File: src/rtl/scoreboard_if.sv
// Decode/execute hazard-tracking bus between the pipeline and the register scoreboard.
// The pipeline side (master) drives decode, flush and completion; the scoreboard answers with stall and status.
interface scoreboard_if;
  logic [4:0]  Rs1D;
  logic [4:0]  Rs2D;
  logic [4:0]  RdD;
  logic        RegWriteD;
  logic        LongOpD;
  logic        ValidD;
  logic        FlushE;
  logic        CompleteValid;
  logic [4:0]  CompleteRd;
  logic        StallD;
  logic [31:0] Busy;
  logic [2:0]  OutCount;
  logic        Err;

  modport master (
    output Rs1D, Rs2D, RdD, RegWriteD, LongOpD, ValidD, FlushE,
           CompleteValid, CompleteRd,
    input  StallD, Busy, OutCount, Err
  );

  modport slave (
    input  Rs1D, Rs2D, RdD, RegWriteD, LongOpD, ValidD, FlushE,
           CompleteValid, CompleteRd,
    output StallD, Busy, OutCount, Err
  );
endinterface

File: src/rtl/scoreboard.sv
// Register scoreboard for long-latency writes: tracks pending destinations, raises decode
// stalls on RAW/WAW/capacity hazards, and handles cancel of the last issue plus completions.
module scoreboard #(
  parameter int MAX_OUT = 4
) (
  input  logic        clk,
  input  logic        rst_n,
  scoreboard_if.slave sb
);

  localparam logic [2:0] MAX_CNT = 3'(MAX_OUT);

  logic [31:0] busy_reg, busy_next;
  logic [31:0] set_vec, clr_vec;
  logic [2:0]  out_count_reg, out_count_next;
  logic [4:0]  last_rd_reg, last_rd_next;
  logic        last_valid_reg, last_valid_next;
  logic        err_reg, err_next;

  logic raw_hazard, waw_hazard, cap_hazard, stall;
  logic issue, cancel, comp_ok;

  // Hazards look only at registered state, so a completion never releases a stall in its own cycle.
  assign raw_hazard = sb.ValidD &
                      (((sb.Rs1D != 5'd0) && busy_reg[sb.Rs1D]) ||
                       ((sb.Rs2D != 5'd0) && busy_reg[sb.Rs2D]));
  assign waw_hazard = sb.ValidD & sb.RegWriteD & (sb.RdD != 5'd0) & busy_reg[sb.RdD];
  assign cap_hazard = sb.ValidD & sb.RegWriteD & sb.LongOpD & (out_count_reg == MAX_CNT);
  assign stall      = raw_hazard | waw_hazard | cap_hazard;

  assign issue   = sb.ValidD & ~stall & sb.RegWriteD & sb.LongOpD & (sb.RdD != 5'd0);
  assign cancel  = sb.FlushE & last_valid_reg;
  assign comp_ok = sb.CompleteValid & (sb.CompleteRd != 5'd0) & busy_reg[sb.CompleteRd];

  generate
    for (genvar gi = 0; gi < 32; gi++) begin : g_bit
      if (gi == 0) begin : g_zero
        assign set_vec[gi]   = 1'b0;
        assign clr_vec[gi]   = 1'b0;
        assign busy_next[gi] = 1'b0;
      end else begin : g_reg
        assign set_vec[gi]   = issue && (sb.RdD == 5'(gi));
        // Cancel and completion on the same register simply both clear this one bit.
        assign clr_vec[gi]   = (cancel && (last_rd_reg == 5'(gi))) ||
                               (comp_ok && (sb.CompleteRd == 5'(gi)));
        assign busy_next[gi] = (busy_reg[gi] & ~clr_vec[gi]) | set_vec[gi];
      end
    end
  endgenerate

  always_comb begin
    out_count_next  = 3'($countones(busy_next));
    last_valid_next = issue;
    last_rd_next    = issue ? sb.RdD : last_rd_reg;
    err_next        = err_reg | (sb.CompleteValid & ~comp_ok);
  end

  always_ff @(posedge clk or negedge rst_n) begin
    if (!rst_n) begin
      busy_reg       <= '0;
      out_count_reg  <= '0;
      last_rd_reg    <= '0;
      last_valid_reg <= 1'b0;
      err_reg        <= 1'b0;
    end else begin
      busy_reg       <= busy_next;
      out_count_reg  <= out_count_next;
      last_rd_reg    <= last_rd_next;
      last_valid_reg <= last_valid_next;
      err_reg        <= err_next;
    end
  end

  assign sb.StallD   = stall;
  assign sb.Busy     = busy_reg;
  assign sb.OutCount = out_count_reg;
  assign sb.Err      = err_reg;

endmodule

File: src/flat_wrapper.sv
// flat-port wrapper written by rule: the top's interface ports become plain ports
module scoreboard_flat 
#(
  parameter int MAX_OUT = 4
)
  (clk, rst_n, sb_Rs1D, sb_Rs2D, sb_RdD, sb_RegWriteD, sb_LongOpD, sb_ValidD, sb_FlushE, sb_CompleteValid, sb_CompleteRd, sb_StallD, sb_Busy, sb_OutCount, sb_Err);
  scoreboard_if sb_i ();
  input  logic clk;
  input  logic rst_n;
  input wire logic [$bits(sb_i.Rs1D)-1:0] sb_Rs1D;
  input wire logic [$bits(sb_i.Rs2D)-1:0] sb_Rs2D;
  input wire logic [$bits(sb_i.RdD)-1:0] sb_RdD;
  input wire logic [$bits(sb_i.RegWriteD)-1:0] sb_RegWriteD;
  input wire logic [$bits(sb_i.LongOpD)-1:0] sb_LongOpD;
  input wire logic [$bits(sb_i.ValidD)-1:0] sb_ValidD;
  input wire logic [$bits(sb_i.FlushE)-1:0] sb_FlushE;
  input wire logic [$bits(sb_i.CompleteValid)-1:0] sb_CompleteValid;
  input wire logic [$bits(sb_i.CompleteRd)-1:0] sb_CompleteRd;
  output wire logic [$bits(sb_i.StallD)-1:0] sb_StallD;
  output wire logic [$bits(sb_i.Busy)-1:0] sb_Busy;
  output wire logic [$bits(sb_i.OutCount)-1:0] sb_OutCount;
  output wire logic [$bits(sb_i.Err)-1:0] sb_Err;
  assign sb_i.Rs1D = sb_Rs1D;
  assign sb_i.Rs2D = sb_Rs2D;
  assign sb_i.RdD = sb_RdD;
  assign sb_i.RegWriteD = sb_RegWriteD;
  assign sb_i.LongOpD = sb_LongOpD;
  assign sb_i.ValidD = sb_ValidD;
  assign sb_i.FlushE = sb_FlushE;
  assign sb_i.CompleteValid = sb_CompleteValid;
  assign sb_i.CompleteRd = sb_CompleteRd;
  assign sb_StallD = sb_i.StallD;
  assign sb_Busy = sb_i.Busy;
  assign sb_OutCount = sb_i.OutCount;
  assign sb_Err = sb_i.Err;
  scoreboard #(.MAX_OUT(MAX_OUT)) u_core (.clk(clk), .rst_n(rst_n), .sb(sb_i));
endmodule
File: config.mk
export PLATFORM = sky130hd
export DESIGN_NAME = scoreboard_flat
export DESIGN_NICKNAME = d
export VERILOG_FILES = /design/src/rtl/scoreboard_if.sv /design/src/rtl/scoreboard.sv /design/src/flat_wrapper.sv
export SDC_FILE = /design/constraint.sdc
export NUM_CORES = 1
export LEC_CHECK = 0
export CAP_MARGIN = 20
export CORE_MARGIN = 2
export CORE_UTILIZATION = 50
export CTS_CLUSTER_SIZE = 25
export DETAILED_ROUTE_END_ITERATION = 10
export HOLD_SLACK_MARGIN = 0.05
export MAX_ROUTING_LAYER = met4
export PLACE_DENSITY = 0.75
export SETUP_SLACK_MARGIN = 0.2
export SLEW_MARGIN = 10
export SYNTH_ARGS = -nofsm -noshare
export SYNTH_HDL_FRONTEND = slang
export SYNTH_SLANG_ARGS = --single-unit
File: constraint.sdc
create_clock -name clk -period 15.1 [get_ports clk]
set_input_delay 3.02 -clock clk [delete_from_list [all_inputs] [get_ports clk]]
set_output_delay 3.02 -clock clk [all_outputs]
set_load 0.005 [all_outputs]
[After elaboration in Yosys (flattened, before gate mapping)]
Cells that the tools add are included.
Word-level totals
  ROM bits: 0
  bits in writable memories: 0
  memories: 0
  logic and storage cells: 384
  output and inout port bits: 37
  flip-flop bits (word level): 41
  bits of input ports: 27
  bits in latches: 0
Cells by class
  div/mod/pow operators: 0
  bitwise logic cells: 112
  add/sub/neg operators: 30
  reductions and logical operators: 131
  eq/ne operators: 94
  shifts and indexed selects: 0
  magnitude comparators: 4
  $mul: 0
  multiplexer cells: 8
Operators by type and width (count)
  5-bit == test, second input constant: 48
  5-bit by 4-bit == test with 1-bit output, second input constant: 24
  1-bit logical AND: 95
  5-bit by 3-bit == test with 1-bit output, second input constant: 12
  1-bit bitwise AND: 45
  3-bit adder: 14
  1-bit bitwise OR: 34
  1-bit NOT: 33
  1-bit logical OR: 32
  1-bit by 1-bit adder with 2-bit output: 15
  5-bit by 2-bit == test with 1-bit output, second input constant: 6
  5-bit by 6-bit less-than comparator with 1-bit output, second input constant: 4
  1-bit binary-select mux with 5-bit select: 4
  5-bit nonzero test: 4
  5-bit by 1-bit == test with 1-bit output, second input constant: 3
  1-bit two-way mux: 4
  1-bit by 3-bit adder with 3-bit output: 1
  3-bit == test, second input constant: 1

[Longest topological paths before layout]
Gate-level depths: netlist of run 1.
  word-level depth: 19
  gate-level depth with buffers: 28

[Least setup slack after synthesis of run 1]
OpenSTA, ideal clock, no wires.
  path type: in2reg
  start: input port sb_Rs1D[2]
  end: register u_core.out_count_reg[2] (netlist: u_core.sb.OutCount[2])
  setup slack: 5.913 ns
  stages on the path: 27
  data arrival time: 9.062 ns
  path buffers: 3
  cells stage by stage: clkbuf_1 mux4_2 nor2_1 a21oi_1 nor4bb_1 o41ai_2 nand4_1 buf_4 buf_6 o31ai_1 ha_1 fa_1 inv_1 fa_1 fa_1 inv_1 fa_1 inv_1 fa_1 inv_1 ha_1 inv_1 fa_1 xnor2_1 xnor2_1 xnor2_1 xnor2_1
Between the ends
  cells in the longest elaborated chain, start to end: 19
  elaborated cells on any way between the ends: 105
Ends and longest elaborated chain
  start, declared: RTL line flat_wrapper.sv:10  | input wire logic [$bits(sb_i.Rs1D)-1:0] sb_Rs1D;
  1-bit binary-select mux with 5-bit select: RTL line scoreboard.sv:25  | (((sb.Rs1D != 5'd0) && busy_reg[sb.Rs1D]) ||
  1-bit two-way mux (not written as such): RTL line scoreboard.sv:25
  1-bit logical AND *: RTL line scoreboard.sv:25
  1-bit logical OR *: RTL line scoreboard.sv:25
  1-bit bitwise AND *: RTL line scoreboard.sv:24  | assign raw_hazard = sb.ValidD &
  1-bit bitwise OR * (2 in a row): RTL line scoreboard.sv:29  | assign stall = raw_hazard | waw_hazard | cap_hazard;
  1-bit NOT *: RTL line scoreboard.sv:31  | assign issue = sb.ValidD & ~stall & sb.RegWriteD & sb.LongOpD & (sb.RdD != 5'd0);
  1-bit bitwise AND * (4 in a row): RTL line scoreboard.sv:31
  1-bit logical AND *: RTL line scoreboard.sv:42  | assign set_vec[gi] = issue && (sb.RdD == 5'(gi));
  1-bit bitwise OR *: RTL line scoreboard.sv:46  | assign busy_next[gi] = (busy_reg[gi] & ~clr_vec[gi]) | set_vec[gi];
  net u_core.busy_next[11]: RTL line scoreboard.sv:13  | logic [31:0] busy_reg, busy_next;
  1-bit by 1-bit adder with 2-bit output (not written as such) *: RTL line scoreboard.sv:52  | out_count_next = 3'($countones(busy_next));
  3-bit adder (not written as such) * (4 in a row): RTL line scoreboard.sv:52
  net u_core.out_count_next[2]: RTL line scoreboard.sv:15  | logic [2:0] out_count_reg, out_count_next;
  end signal, assigned: RTL line scoreboard.sv:67  | out_count_reg <= out_count_next;
  end, declared: RTL line scoreboard.sv:15
Mark *: on every way through the listed nets, which the timed path passes. The rest lies on a longest branch. The select of a mux whose other input is x is not followed.
A chain may end at the register's enable or synchronous reset.

[Final worst setup path of run 1]
  start: input port sb_Rs1D[1]
  end: register u_core.out_count_reg[2] (netlist: u_core.sb.OutCount[2])
The elaborated chain is that of the path after synthesis.

==> qor.yml, run 1 <==
cp.arrival_ns: 10.33
multi_input_area_um2: 2670
slowest_stage: "clkdlybuf4s50_1"
fin_crit_ns: 10.11
layout_common_cells: "61 x clkdlybuf4s50_1, 50 x inv_1, 41 x dfrtp_1"
clk_path_buf_depth: 2
gp_congestion: 0.978
grt_pass1_wl_um: 19700
drive_gt1_share_pct: 12.5
portBuffers: 62
worst-r2r-cell-count: 24
crit_path_end_kind: "flip-flop"
firstDrtPassIters: 6
clkSinkCount: 41
syn-num-nets: 441
die_area_um2: 8760
fin_skew_ns: 0.00798
rsz0062_at_grt: "no"
cp-start-kind: "input port"
hold_class: "flip-flop to flip-flop"
antenna_found_initial: 0
ant_nets: 0
routed_wl_um: 12600
yosysSeqAreaShare_pct: 25.6
nFillCells: 659
critPathMostFrequentCell: "fa_1"
rows: 32
p_leak_nw: 1.88
post_cts_resized: 0
initial_utilization_pct: 51.7
synth_area_um2: 4020
crit_required_ns: 15.32
tns_ns: 0
grt_max_degree: 42
insertion_delay_ns: 0.30
place_hpwl_um: 9890
status: "finished, final reports clean"
power.density_nw_per_um2: 150
critical_path_class: "input port to flip-flop"
synth.distinct_cells: 53
min_path_cells: 1
drc: 0
maxCapViolations: 0
register_area_um2: 1030
drtIter0Drc: 476
grt_overflow: 0
max_slew_margin_pct: 37.4
nNetsFinal: 488
ctsHoldBuffers: 0
largest_reg_flops: 31
die_width_um: 93.6
cts_root_buf: "clkbuf_8"
vias: 3579
drt-wirelength-per-cell_um: 23.9
syn_to_final_growth_pct: 17.6
setup_viol: 0
worstMarginPinSlew_ns: 0.939
finalWorstSetupSlack_ns: 4.99
syn_avg_cell_area_um2: 10.7
yosys_most_used_dff: "dfrtp_1"
die_y_um: 93.6
fmax_mhz: 98.9
core-area_um2: 7770
hold_violations: 0
ios: 64
drv_slew: 0
pre_cts_slack_ns: 4.71
antenna-diode-count: 0
cts_made_buffers: 5
synthCells: 377
ys_ff_latch: 41
stdcell_count: 527
postCtsSetupRepairBufs: 0
period_share_pct: 66.9
crit_fanout: 38
layout_commonest_cell: "clkdlybuf4s50_1"
async_reset_ff_share_pct: 100
htreeDepth: 2
max-vdd-ir-drop_uv: 315
dp.cells: 519
cts_tree: "yes"
gr-usage-all-layers_pct: 31.0
grt_pass1_vias: 3469
vias_per_cell: 6.79
synth_edf_count: 0
synth_warnings: 0
path_clk_slew_ns: 0.09
cpPeakStageDelay_ns: 0.81
==> where the power goes <==
part           internal [mW]  leakage (nW)  switching [mW]
Combinational          0.222          1.31           0.231
Clock                 0.0326        0.0374          0.0399
Sequential             0.139         0.534          0.0413
Total                  0.394          1.88           0.312
==> worst max-delay path: cells and delay by family <==
| family | cells | cell delay [ns] |
|---|---|---|
| fa+ha+maj | 8 | 3.34 |
| buf+inv | 7 | 1.38 |
| compound gates | 3 | 0.92 |
| xor+xnor | 4 | 0.67 |
| mux | 1 | 0.59 |
| simple gates | 3 | 0.40 |
==> layer usage <==
metal,up-vias,wire [um],global-route usage (%),part of all wire (%)
li1,1517,-,-,-
met4,0,358,7.85,2.8
met1,1756,5040,43.4,40
met3,38,1190,4.35,9.5
met5,-,0,-,0
met2,268,5990,48.3,48
==> synthesized netlist by cell type (5+ instances only) <==
cell type	number	area (um2)
clkbuf_1	11	41.3
dfrtp_1	41	1030
fa_1	21	420
ha_1	16	200
inv_1	50	188
mux2_1	5	56.3
mux2i_1	12	120
mux4_2	26	586
nand2_1	20	75.1
nand2b_1	10	62.6
nand3_1	8	40.0
nand3b_1	5	37.5
nor2_1	9	33.8
nor2b_1	7	43.8
o221ai_1	30	263
o31ai_1	28	210
or2_2	10	62.6
or3_1	7	43.8
xnor2_1	9	78.8
==> cells by family after synthesis <==
logic type / Yosys count / share of synthesized area [%]
XOR/XNOR: 10 / 2.18
buffers and inverters: 73 / 7.98
multiplexers: 45 / 19.5
AND/OR/NAND/NOR: 85 / 11.5
flip-flops: 41 / 25.6
AO/OA/AOI/OAI: 85 / 17.7
other: 1 / 0.0934
adder cells (fa/ha/maj): 37 / 15.5
==> stage by stage <==
step	total power, mW	hold WS [ns]	instance area [um2]	utilization [%]
4_1_cts	0.720	0.470	4720	60.8
5_1_grt	0.778	0.501	4720	60.8
3_3_place_gp	0.622	0.436	4630	59.6
3_5_place_dp	0.645	0.446	4630	59.6
2_1_floorplan	0.485	0.451	4020	-
6_report	0.706	0.467	4720	60.8
==> final timing paths <==
kind                                                    from                           endpoint  slack [ns]
max in group asynchronous                              rst_n        u_core.sb.Busy[4]$_DFF_PN0_       11.65
worst min-delay path                 u_core.sb.Err$_DFF_PN0_            u_core.sb.Err$_DFF_PN0_        0.47
worst min register to register       u_core.sb.Err$_DFF_PN0_            u_core.sb.Err$_DFF_PN0_        0.47
worst max-delay path                              sb_Rs1D[1]    u_core.sb.OutCount[2]$_DFF_PN0_        4.99
worst max register to register  u_core.sb.Busy[27]$_DFF_PN0_    u_core.sb.OutCount[2]$_DFF_PN0_        8.14
min in group asynchronous                              rst_n  u_core.last_rd_reg[0]$_DFFE_PN0P_        2.87
==> area by class of cell <==
class / count / area share, %
clock buffers: 6 / 1.54
clock inverters: 2 / 0.318
inverters: 50 / 3.98
multi-input cells: 263 / 56.5
flip-flops and latches: 41 / 21.7
well taps: 102 / 2.70
repair buffers: 63 / 13.2
(Power assumes the default switching activity.)
==> run 2, diff against run 1 <==
- PLACE_DENSITY: 0.75 -> 0.78
- clock period: 15.1 -> 8.95 ns (I/O delays scaled with it)
==> qor.yml, run 2 (synthesis gave the netlist of run 1 again) <==
portBuffers: 62  # unchanged
nNetsFinal: 510  # was 488
fmax_mhz: 117
layout_common_cells: "59 x clkdlybuf4s50_1, 50 x inv_1, 41 x dfrtp_1"  # was 61 x clkdlybuf4s50_1, 50 x inv_1, 41 x dfrtp_1
dp.cells: 532  # was 519
ant_nets: 0  # unchanged
drtIter0Drc: 529  # was 476
max-vdd-ir-drop_uv: 417  # was 315 uV
worst-path-buf-inv: 8  # was 7
initial_utilization_pct: 51.7  # unchanged
hold_class: "flip-flop to flip-flop"  # unchanged
slowest_stage: "fa_1"  # was clkdlybuf4s50_1
crit_fanout: 9  # was 38
ctsHoldBuffers: 0  # unchanged
grt_pass1_wl_um: 20500  # was 19700 um
cp.arrival_ns: 8.78  # was 10.33 ns
layout_commonest_cell: "clkdlybuf4s50_1"  # unchanged
drv_slew: 0  # unchanged
r2r-start: "u_core.sb.Busy[30]$_DFF_PN0_"  # was u_core.sb.Busy[27]$_DFF_PN0_
register_area_um2: 1030  # unchanged
crit_start: "sb_Rs2D[0]"  # was sb_Rs1D[1]
firstDrtPassIters: 5  # was 6
rows: 32  # unchanged
gp_congestion: 1.01  # was 0.978
die_width_um: 93.6  # unchanged
cts_made_buffers: 5  # unchanged
cts_tree: "yes"  # unchanged
antenna_found_initial: 0  # unchanged
routed_wl_um: 13500  # was 12600 um
tns_ns: 0  # unchanged
critical_path_class: "input port to flip-flop"  # unchanged
vias: 3726  # was 3579
maxCapViolations: 0  # unchanged
clkSinkCount: 41  # unchanged
gr-usage-all-layers_pct: 32.3  # was 31.0%
status: "finished, final reports clean"  # unchanged
final_cell_area_um2: 5140  # was 4720 um2
insertion_delay_ns: 0.31  # was 0.30 ns
antenna-diode-count: 0  # unchanged
place_area_um2: 4740  # was 4630 um2
worst_path_dominant_cell_family: "adder cells"  # unchanged
grt_overflow: 0  # unchanged
hold_violations: 0  # unchanged
core-area_um2: 7770  # unchanged
period_share_pct: 95.5
nFillCells: 617  # was 659
htreeDepth: 2  # unchanged
place_hpwl_um: 10300  # was 9890 um
power.density_nw_per_um2: 246  # was 150 nW/um2
die_area_um2: 8760  # unchanged
worstMarginPinSlew_ns: 0.900  # was 0.939 ns
cpPeakStageDelay_ns: 0.56  # was 0.81 ns
die_y_um: 93.6  # unchanged
stdcell_count: 549  # was 527
cts_root_buf: "clkbuf_8"  # unchanged
multi_input_area_um2: 2890  # was 2670 um2
setup_viol: 0  # unchanged
drc: 0  # unchanged
ios: 64  # unchanged
drt-wirelength-per-cell_um: 24.6  # was 23.9 um
fin_skew_ns: 0.00880  # was 0.00798 ns
crit_path_end_kind: "flip-flop"  # unchanged
clk_path_buf_depth: 2  # unchanged
final_core_util_pct: 66.2  # was 60.8%
max_slew_margin_pct: 40.0  # was 37.4%
rsz0062_at_grt: "no"  # unchanged
p_total_mw: 1.27  # was 706 uW
largest_reg_flops: 31  # unchanged
p_leak_nw: 2.07  # was 1.88 nW
grt_pass1_vias: 3744  # was 3469
grt_max_degree: 42  # unchanged
vias_per_cell: 6.79  # about the same
fin_crit_ns: 8.55
cp-start-kind: "input port"  # unchanged
syn_to_final_growth_pct: 28.0  # was 17.6%
hold_start: "u_core.sb.Err$_DFF_PN0_"  # unchanged
crit_required_ns: 9.18  # was 15.32 ns
drive_gt1_share_pct: 21.7  # was 12.5%
critPathMostFrequentCell: "fa_1"  # unchanged
path_clk_slew_ns: 0.09  # about the same
## run 2: path summary, 6_finish.rpt
path / end / slack [ns] / cells past startpoint
max: u_core.sb.OutCount[2]$_DFF_PN0_ / 0.40 / 25
max in group asynchronous: u_core.sb.Busy[5]$_DFF_PN0_ / 6.78 / 1
min in group asynchronous: u_core.sb.Busy[25]$_DFF_PN0_ / 1.60 / 1
max reg2reg: u_core.sb.OutCount[2]$_DFF_PN0_ / 2.07 / 22
min: u_core.sb.Err$_DFF_PN0_ / 0.48 / 1
min reg2reg: u_core.sb.Err$_DFF_PN0_ / 0.48 / 1
## run 2: final cells by class
class                           instances  share of cell area (%)
Clock buffer                            5                    1.34
Clock inverter                          3                   0.341
Inverter                               50                    3.65
Multi-Input combinational cell        263                    56.2
Sequential cell                        41                    20.0
Tap cell                              102                    2.48
Timing Repair Buffer                   85                    16.1
## run 2: power by group
part | leakage, nW | total, mW | internal [mW] | switching (mW)
combinational | 1.49 | 0.837 | 0.415 | 0.422
clock | 0.0439 | 0.125 | 0.0539 | 0.0710
sequential | 0.534 | 0.304 | 0.234 | 0.0693
## run 2: routing by layer
metal | share of wire, % | global-route usage [%] | up-vias
met3 | 8.1 | 4.43 | 45
met4 | 4.7 | 12.9 | 0
met1 | 39 | 41.6 | 1861
met5 | 0 | - | -
met2 | 48 | 52.3 | 259
li1 | - | - | 1561
## run 2: stage by stage
stage / hold slack [ns] / setup slack (ns)
after floorplan: 0.451 / 0.993
after global placement: 0.438 / 0.231
after detailed placement: 0.466 / 0.0928
after CTS: 0.487 / 0.371
after global routing: 0.513 / 0.170
final: 0.479 / 0.405
## run 2: what timing repair did
item / CTS / global route
endpoints found under the setup margin: 0 / 1
resized for setup: 0 / 36
buffers inserted: 0 / 6
==> run 3, diff against run 2 <==
- CTS_CLUSTER_SIZE: 25 -> 28
- clock period: 8.95 -> 7.11 ns (I/O delays scaled with it)
==> qor.yml, run 3 (synthesis gave the netlist of run 1 again) <==
max_slew_margin_pct: 37.8  # was 40.0%
nNetsFinal: 577  # was 510
place_area_um2: 5360  # was 4740 um2
finalWorstSetupSlack_ns: -0.375  # was 0.405 ns
vias: 4075  # was 3726
cts_tree: "yes"  # unchanged
period_share_pct: 105
p_leak_nw: 2.45  # was 2.07 nW
ios: 64  # unchanged
clk_path_buf_depth: 2  # unchanged
drc: 0  # unchanged
drive_gt1_share_pct: 39.7  # was 21.7%
gr-usage-all-layers_pct: 36.2  # was 32.3%
drtIter0Drc: 399  # was 529
cp-start-kind: "input port"  # unchanged
fin_crit_ns: 7.49
crit_fanout: 6  # was 9
worst-path-buf-inv: 10  # was 8
cts_made_buffers: 5  # unchanged
rsz0062_at_grt: "yes"  # was no
hold_class: "flip-flop to flip-flop"  # unchanged
grt_pass1_wl_um: 22900  # was 20500 um
cp.arrival_ns: 7.71  # was 8.78 ns
multi_input_area_um2: 3080  # was 2890 um2
holdPathEnd: "u_core.sb.Err$_DFF_PN0_"  # unchanged
routed_wl_um: 14800  # was 13500 um
die_area_um2: 8760  # unchanged
clkSinkCount: 41  # unchanged
drv_slew: 0  # unchanged
insertion_delay_ns: 0.31  # about the same
fin_hold_ws_ns: 0.478  # was 0.479 ns
layout_common_cells: "74 x buf_4, 49 x clkdlybuf4s50_1, 43 x inv_1"  # was 59 x clkdlybuf4s50_1, 50 x inv_1, 41 x dfrtp_1
syn_to_final_growth_pct: 47.0  # was 28.0%
tns_ns: -0.375  # was 0 ns
worst_path_dominant_cell_family: "adder cells"  # unchanged
largest_reg_flops: 31  # unchanged
nFillCells: 529  # was 617
failed_checks: "setup timing"
path_clk_slew_ns: 0.09  # about the same
fin_skew_ns: 0.0105  # was 0.00880 ns
register_area_um2: 1030  # unchanged
layout_commonest_cell: "buf_4"  # was clkdlybuf4s50_1
grt_pass1_vias: 4234  # was 3744
grt_max_degree: 42  # unchanged
cts_root_buf: "clkbuf_8"  # unchanged
antenna-diode-count: 0  # unchanged
status: "complete, but fails checks"  # was finished, final reports clean
htreeDepth: 2  # unchanged
reg2reg_to: "u_core.sb.OutCount[2]$_DFF_PN0_"  # unchanged
critical_path_class: "input port to flip-flop"  # unchanged
slowest_stage: "fa_1"  # unchanged
cpPeakStageDelay_ns: 0.56  # about the same
worst-r2r-cell-count: 26  # was 22
place_hpwl_um: 11000  # was 10300 um
rows: 32  # unchanged
fmax_mhz: 134
firstDrtPassIters: 5  # unchanged
antenna_found_initial: 0  # unchanged
die_y_um: 93.6  # unchanged
gp_congestion: 1.05  # was 1.01
critPathMostFrequentCell: "fa_1"  # unchanged
setup_viol: 1  # was 0
hold_start: "u_core.sb.Err$_DFF_PN0_"  # unchanged
maxCapViolations: 0  # unchanged
r2r_slack_ns: 0.32  # was 2.07 ns
ant_nets: 0  # unchanged
crit_required_ns: 7.34  # was 9.18 ns
r2r-start: "u_core.sb.Busy[23]$_DFF_PN0_"  # was u_core.sb.Busy[30]$_DFF_PN0_
final_core_util_pct: 76.0  # was 66.2%
grt_overflow: 0  # unchanged
power.density_nw_per_um2: 284  # was 246 nW/um2
crit_path_end_kind: "flip-flop"  # unchanged
stdcell_count: 616  # was 549
portBuffers: 62  # unchanged
die_width_um: 93.6  # unchanged
worstMarginPinSlew_ns: 0.933  # was 0.900 ns
final_cell_area_um2: 5900  # was 5140 um2
dp.cells: 595  # was 532
vias_per_cell: 6.62  # was 6.79
core-area_um2: 7770  # unchanged
drt-wirelength-per-cell_um: 24.0  # was 24.6 um
hold_violations: 0  # unchanged
min_path_cells: 1  # unchanged
initial_utilization_pct: 51.7  # unchanged
max-vdd-ir-drop_uv: 669  # was 417 uV
==> run 3: changes by cell type in the layout (fill, tap and decap cells not counted), moves of 5 or more <==
cell	change
buf_12	+5
buf_4	+56
buf_6	+5
clkdlybuf4s50_1	-10
inv_1	-7
inv_2	+6
o221ai_1	-7
o221ai_2	+6
==> run 3: stage by stage <==
stage / power [mW] / setup WS [ns]
final: 1.68 / -0.375
after global routing: 1.83 / -0.621
after CTS: 1.66 / -0.361
after detailed placement: 1.44 / -1.26
after global placement: 1.39 / -1.03
after floorplan: 1.07 / -0.242
==> run 3: final cells by class <==
class,instances,share of cell area [%]
clock buffer,5,1.17
multi-input combinational,263,52.2
tap,102,2.16
clock inverter,3,0.297
inverter,50,3.22
timing repair buffer,152,23.5
sequential,41,17.4
==> run 3: worst reg2reg max path, cell delays in order (launching register included) <==
cell	delay, ns
dfrtp_1	0.49
mux4_2	0.53
nor2_2	0.11
a21oi_2	0.04
nor4bb_4	0.17
o41ai_2	0.38
nand4_1	0.25
buf_6	0.21
buf_8	0.14
o31ai_4	0.24
ha_1	0.29
inv_2	0.06
fa_1	0.43
fa_1	0.51
fa_1	0.56
inv_1	0.05
fa_1	0.47
inv_1	0.05
fa_1	0.43
inv_1	0.07
ha_2	0.17
inv_2	0.04
fa_2	0.39
xnor2_2	0.15
xnor2_1	0.18
xnor2_1	0.15
xnor2_1	0.14
==> run 3: metal layers <==
layer | track usage [%] | routed length (um) | vias up
met5 | - | 0 | -
met1 | 44.3 | 5290 | 1988
met3 | 6.77 | 1560 | 80
li1 | - | - | 1695
met2 | 58.2 | 7010 | 312
met4 | 17.8 | 893 | 0
==> run 3: worst max path at each step <==
stage	from	depth (start not counted)	to
6_report	sb_Rs2D[0]	29	u_core.sb.OutCount[2]$_DFF_PN0_
5_1_grt	sb_Rs2D[0]	29	u_core.sb.OutCount[2]$_DFF_PN0_
3_5_place_dp	sb_Rs2D[0]	24	u_core.sb.OutCount[2]$_DFF_PN0_
3_3_place_gp	sb_Rs1D[0]	23	u_core.sb.OutCount[2]$_DFF_PN0_
2_1_floorplan	sb_Rs2D[0]	26	u_core.sb.OutCount[2]$_DFF_PN0_
4_1_cts	sb_Rs2D[0]	27	u_core.sb.OutCount[2]$_DFF_PN0_
==> run 3: power by group <==
part | internal [mW] | switching, mW
Clock | 0.0680 | 0.0942
Combinational | 0.571 | 0.550
Sequential | 0.295 | 0.0983
Total | 0.934 | 0.743
==> run 3: what timing repair did <==
item	in CTS	in global routing
endpoints found under the setup margin	3	2
pin swaps	25	15
buffers inserted	10	3
resized for setup	91	28
hold buffers	0	0
